==> src/rtl/cc_eval_if.sv <==
// Handshake and data bundle between an ALU result producer, cc_eval_unit and
// the consumer of the evaluated condition.
interface cc_eval_if #(
   parameter int WIDTH = 64
) ();
   logic             in_valid;
   logic             in_ready;
   logic [1:0]       alu_fun;
   logic [WIDTH-1:0] alu_out;
   logic             alu_of;
   logic             set_cc;
   logic [3:0]       ifun;
   logic             cnd_valid;
   logic             cnd_ready;
   logic             cnd;
   logic [2:0]       cc;
   logic             err;

   modport master (
      output in_valid, alu_fun, alu_out, alu_of, set_cc, ifun, cnd_ready,
      input  in_ready, cnd_valid, cnd, cc, err
   );

   modport slave (
      input  in_valid, alu_fun, alu_out, alu_of, set_cc, ifun, cnd_ready,
      output in_ready, cnd_valid, cnd, cc, err
   );
endinterface

==> src/rtl/cc_eval_unit.sv <==
// Condition-code register plus branch/cmov condition evaluator with a single-entry
// output register. Optional macro CC_EVAL_BYPASS_EN evaluates against a beat's own new flags.
module cc_eval_unit #(
   parameter int WIDTH = 64
) (
   input logic    clk,
   input logic    rst,
   cc_eval_if.slave bus
);
   localparam logic [2:0] CC_RESET = 3'b100;

   logic [2:0] cc_r;
   logic       cnd_r;
   logic       cnd_valid_r;
   logic       err_r;

   logic       in_ready_s;
   logic       accept_s;
   logic [2:0] new_flags_s;
   logic [2:0] eval_flags_s;
   logic [1:0] cond_s;

   // Returns {illegal, cnd}; flags are ordered {ZF,SF,OF}.
   function automatic logic [1:0] eval_cond(input logic [3:0] code, input logic [2:0] flags);
      logic lt;
      lt = flags[1] ^ flags[0];
      case (code)
         4'd0:    eval_cond = 2'b01;
         4'd1:    eval_cond = {1'b0, lt | flags[2]};
         4'd2:    eval_cond = {1'b0, lt};
         4'd3:    eval_cond = {1'b0, flags[2]};
         4'd4:    eval_cond = {1'b0, ~flags[2]};
         4'd5:    eval_cond = {1'b0, ~lt};
         4'd6:    eval_cond = {1'b0, ~lt & ~flags[2]};
         default: eval_cond = 2'b10;
      endcase
   endfunction

   assign in_ready_s = ~cnd_valid_r | bus.cnd_ready;
   assign accept_s   = bus.in_valid & in_ready_s;

   // Flags produced by the incoming beat; logic ops never overflow.
   always_comb begin
      new_flags_s[2] = (bus.alu_out == {WIDTH{1'b0}});
      new_flags_s[1] = bus.alu_out[WIDTH-1];
      if (bus.alu_fun[1] == 1'b0) begin
         new_flags_s[0] = bus.alu_of;
      end else begin
         new_flags_s[0] = 1'b0;
      end
   end

   // Select which flag set the condition is evaluated against.
   always_comb begin
`ifdef CC_EVAL_BYPASS_EN
      if (bus.set_cc) begin
         eval_flags_s = new_flags_s;
      end else begin
         eval_flags_s = cc_r;
      end
`else
      eval_flags_s = cc_r;
`endif
      cond_s = eval_cond(bus.ifun, eval_flags_s);
   end

   // Flag register, output register and sticky error; a consume with a
   // simultaneous accept simply overwrites the output register.
   always_ff @(posedge clk) begin
      if (rst) begin
         cc_r        <= CC_RESET;
         cnd_r       <= 1'b0;
         cnd_valid_r <= 1'b0;
         err_r       <= 1'b0;
      end else if (accept_s) begin
         cnd_r       <= cond_s[0];
         cnd_valid_r <= 1'b1;
         if (bus.set_cc) begin
            cc_r <= new_flags_s;
         end
         if (cond_s[1]) begin
            err_r <= 1'b1;
         end
      end else if (bus.cnd_ready) begin
         cnd_valid_r <= 1'b0;
      end
   end

   assign bus.in_ready  = in_ready_s;
   assign bus.cnd_valid = cnd_valid_r;
   assign bus.cnd       = cnd_r;
   assign bus.cc        = cc_r;
   assign bus.err       = err_r;
endmodule

==> src/flat_wrapper.sv <==
// flat-port wrapper written by rule: the top's interface ports become plain ports
module cc_eval_unit_flat 
#(
   parameter int WIDTH = 64
)
  (clk, rst, bus_in_valid, bus_alu_fun, bus_alu_out, bus_alu_of, bus_set_cc, bus_ifun, bus_cnd_ready, bus_in_ready, bus_cnd_valid, bus_cnd, bus_cc, bus_err);
  cc_eval_if #(.WIDTH(WIDTH)) bus_i ();
  input logic clk;
  input logic rst;
  input wire logic [$bits(bus_i.in_valid)-1:0] bus_in_valid;
  input wire logic [$bits(bus_i.alu_fun)-1:0] bus_alu_fun;
  input wire logic [$bits(bus_i.alu_out)-1:0] bus_alu_out;
  input wire logic [$bits(bus_i.alu_of)-1:0] bus_alu_of;
  input wire logic [$bits(bus_i.set_cc)-1:0] bus_set_cc;
  input wire logic [$bits(bus_i.ifun)-1:0] bus_ifun;
  input wire logic [$bits(bus_i.cnd_ready)-1:0] bus_cnd_ready;
  output wire logic [$bits(bus_i.in_ready)-1:0] bus_in_ready;
  output wire logic [$bits(bus_i.cnd_valid)-1:0] bus_cnd_valid;
  output wire logic [$bits(bus_i.cnd)-1:0] bus_cnd;
  output wire logic [$bits(bus_i.cc)-1:0] bus_cc;
  output wire logic [$bits(bus_i.err)-1:0] bus_err;
  assign bus_i.in_valid = bus_in_valid;
  assign bus_i.alu_fun = bus_alu_fun;
  assign bus_i.alu_out = bus_alu_out;
  assign bus_i.alu_of = bus_alu_of;
  assign bus_i.set_cc = bus_set_cc;
  assign bus_i.ifun = bus_ifun;
  assign bus_i.cnd_ready = bus_cnd_ready;
  assign bus_in_ready = bus_i.in_ready;
  assign bus_cnd_valid = bus_i.cnd_valid;
  assign bus_cnd = bus_i.cnd;
  assign bus_cc = bus_i.cc;
  assign bus_err = bus_i.err;
  cc_eval_unit #(.WIDTH(WIDTH)) u_core (.clk(clk), .rst(rst), .bus(bus_i));
endmodule
==> config.mk <==
export PLATFORM = sky130hd
export DESIGN_NAME = cc_eval_unit_flat
export DESIGN_NICKNAME = d
export VERILOG_FILES = /design/src/rtl/cc_eval_if.sv /design/src/rtl/cc_eval_unit.sv /design/src/flat_wrapper.sv
export SDC_FILE = /design/constraint.sdc
export NUM_CORES = 1
export LEC_CHECK = 0
export CAP_MARGIN = 0
export CORE_MARGIN = 3
export CORE_UTILIZATION = 19
export DETAILED_ROUTE_END_ITERATION = 16
export PLACE_DENSITY = 0.77
export SYNTH_ARGS = -nofsm -noshare
export SYNTH_HDL_FRONTEND = slang
export SYNTH_SLANG_ARGS = --single-unit
==> constraint.sdc <==
create_clock -name clk -period 1.46 [get_ports clk]
set_input_delay 0.292 -clock clk [delete_from_list [all_inputs] [get_ports clk]]
set_output_delay 0.292 -clock clk [all_outputs]
set_load 0.01 [all_outputs]
==> impl_metrics.tcl <==
set metrics [dict create \
    grt_pass1_wl_um 3230 \
    synth_fp_nets 128 \
    clk_latency_ns 0.25 \
    yosys_register_bits 6 \
    cts_setup_buffers 0 \
    whs_path_depth 5 \
    die_y_um 53.4 \
    cap_violations 0 \
    crit_required_ns 1.65 \
    hold_class "input pin to flip-flop" \
    synth_seq_area_share 0.282 \
    cts_max_level 1 \
    setup_ws_ns -0.00133 \
    fp.dieW_um 53.4 \
    drive_gt1_frac 0.171 \
    synth_ff_type "dfxtp_1" \
    critPathMaxFanout 1 \
    dr_wl_met2_um 1430 \
    cts_num_sinks 6 \
    dp_hpwl_um 2000 \
    critPathKind "input pin to flip-flop" \
    rsz0062_at_grt "yes" \
    tritoncts.num_buffers 3 \
    met3WireLength_um 234 \
    clock_skew_ns 0.00472 \
    power.density_mw_per_mm2 446 \
    synth_top_cell_by_area "dfxtp_1" \
    cp_data_arrival_time_ns 1.65 \
    avgSynthCellArea_um2 8.20 \
    highest_layer "met4" \
    die-area_mm2 0.00285 \
    core_region_area_mm2 0.00204 \
    layout_commonest_cell "dlygate4sd2_1" \
    cp_num_cells 5 \
    synth_edf_count 0 \
    mostFrequentLayoutCells "dlygate4sd2_1, clkdlybuf4s50_1, nor4_2" \
    io_pins 83 \
    syn_area_um2 427 \
    path_cells "clkdlybuf4s50_1 -> nor4_2 -> nand4_1 -> or4_1 -> o21ai_1" \
    gp_congestion 0.666 \
    status "complete, but fails checks" \
    yosys_warnings 0 \
    fin_nets 218 \
    num_antenna_cells 0 \
    synth_top_area_share 0.282 \
    vias 805 \
    yosys-top-cells-area "dfxtp_1, nor4_1, nor4_2" \
    routed_wl_um 2530 \
    report.power.total_w 0.000597 \
    synthCells 52 \
    multi_input_area_um2 365 \
    finalSetupViolCount 1 \
    syn_to_final_growth_pct 214 \
    r2r_cells 4 \
    postSynth.asyncResetShare 0 \
    fin_crit_sh 1.00 \
    wl_met1_um 796 \
    leakage_nw 0.596 \
    synth.distinct_cells 22 \
    clk_pin_slew_ns 0.04 \
    ant_nets 0 \
    critPathSlowestCell "or4_1" \
    cts_tree "built" \
    vias_per_cell 4.82 \
    io_buffers 81 \
    cp_slowest_stage_delay_ns 0.53 \
    cp-start-kind "input pin" \
    seqCellArea_um2 120 \
    drt_iter0_markers 6 \
    finalSetupTns_ns -0.00133 \
    rows 16 \
    grt.overflow.total 0 \
    violations "negative setup slack" \
    wl_per_cell_um 15.1 \
    drc 0 \
    finalHoldViolCount 0 \
    endpoint_kind "flip-flop" \
    first_pass_iters 4 \
    cts_root_buf "clkbuf_4" \
    fmax_ghz 0.684 \
    worst_pin_slew_ns 0.257 \
    grt_pass1_vias 780 \
    track_usage 0.159 \
    n_fill_cell 219 \
    slew_violations 0 \
    critical_path_buf_inv_count 1 \
    layout_min_cycle_time_ns 1.46 \
    critPathTopFamily "simple AND/OR/NAND/NOR gates" \
    grt_max_degree 8 \
    slew_headroom 0.827 \
    clk_path_buf_depth 2 \
    ir_drop_v 0.000270 \
    initial_utilization 0.209 \
    antenna_found_initial 0 \
]
## cell usage after synthesis (2+ instances only)
cell type and n:
nand3_1 2, nor2_1 2, dfxtp_1 6, nor4_2 3
nand4_1 4, nand2_1 3, nand2b_1 3, nor4_1 13
a21oi_1 3
## final timing paths
kind | from | endpoint | slack, ns
setup / recovery | bus_alu_out[19] | u_core.bus.cc[2] | -0.001
hold / removal | bus_alu_out[11] | u_core.bus.cc[2] | 0.45
setup reg to reg | u_core.bus.cc[1] | u_core.bus.cnd | 0.18
hold reg to reg | u_core.bus.err | u_core.bus.err | 0.48
## kinds of logic (layout without fill, tap and decap cells)
| kind of cell | after synthesis | count (layout) | synth area share |
|---|---|---|---|
| DFF | 6 | 6 | 0.282 |
| xor gates and xnor gates | 1 | 1 | 0.0205 |
| buffers and inverters | 1 | 89 | 0.00879 |
| muxes | 1 | 1 | 0.0235 |
| AOI/OAI and AO/OA | 9 | 9 | 0.147 |
| and+or+nand+nor | 34 | 34 | 0.519 |
## metrics by stage
step	hold slack (ns)	util	cells	instance area, um^2	setup slack [ns]
after global routing	0.471	0.656	167	1340	-0.0622
final	0.451	0.656	167	1340	-0.00133
after floorplan	0.361	-	52	427	0.116
after global placement	0.455	0.637	164	1300	-0.364
after CTS	0.486	0.638	167	1300	0.000148
after detailed placement	0.475	0.637	164	1300	-0.418
## worst min-delay path, stage by stage
cell,delay (ns)
dlymetal6s2s_1,0.10
nor4_2,0.05
nand4_1,0.06
or4_1,0.10
o21ai_1,0.05
## state kept, by name, summed over array words and instances, names as in the netlist
signal                cells
u_core.bus.cc             3
u_core.bus.cnd            1
u_core.bus.cnd_valid      1
u_core.bus.err            1
## metal layers
layer / vias to the layer above / track usage
met3: 8 / 0.0620
met5: - / 0
met1: 354 / 0.159
met4: 0 / 0.0638
li1: 396 / -
met2: 47 / 0.288
## report_power, final
group / internal [W] / switching (W)
clock: 0.0000934 / 0.0000660
combinational: 0.000176 / 0.0000805
sequential: 0.000174 / 0.00000722
## timing repair
item                                    in CTS  in global routing
pin swaps                                   22                 12
endpoints found under the setup margin       5                  4
hold buffers                                 0                  0
gates resized for setup                     53                 12
## final cells by class
| type | count | share of cell area |
|---|---|---|
| timing repair buffer | 85 | 0.593 |
| clock buffer | 3 | 0.0168 |
| inverter | 1 | 0.00280 |
| sequential | 6 | 0.0897 |
| tap | 27 | 0.0252 |
| multi-input combinational | 45 | 0.273 |
Note: power is estimated with default switching activity, not from simulation.
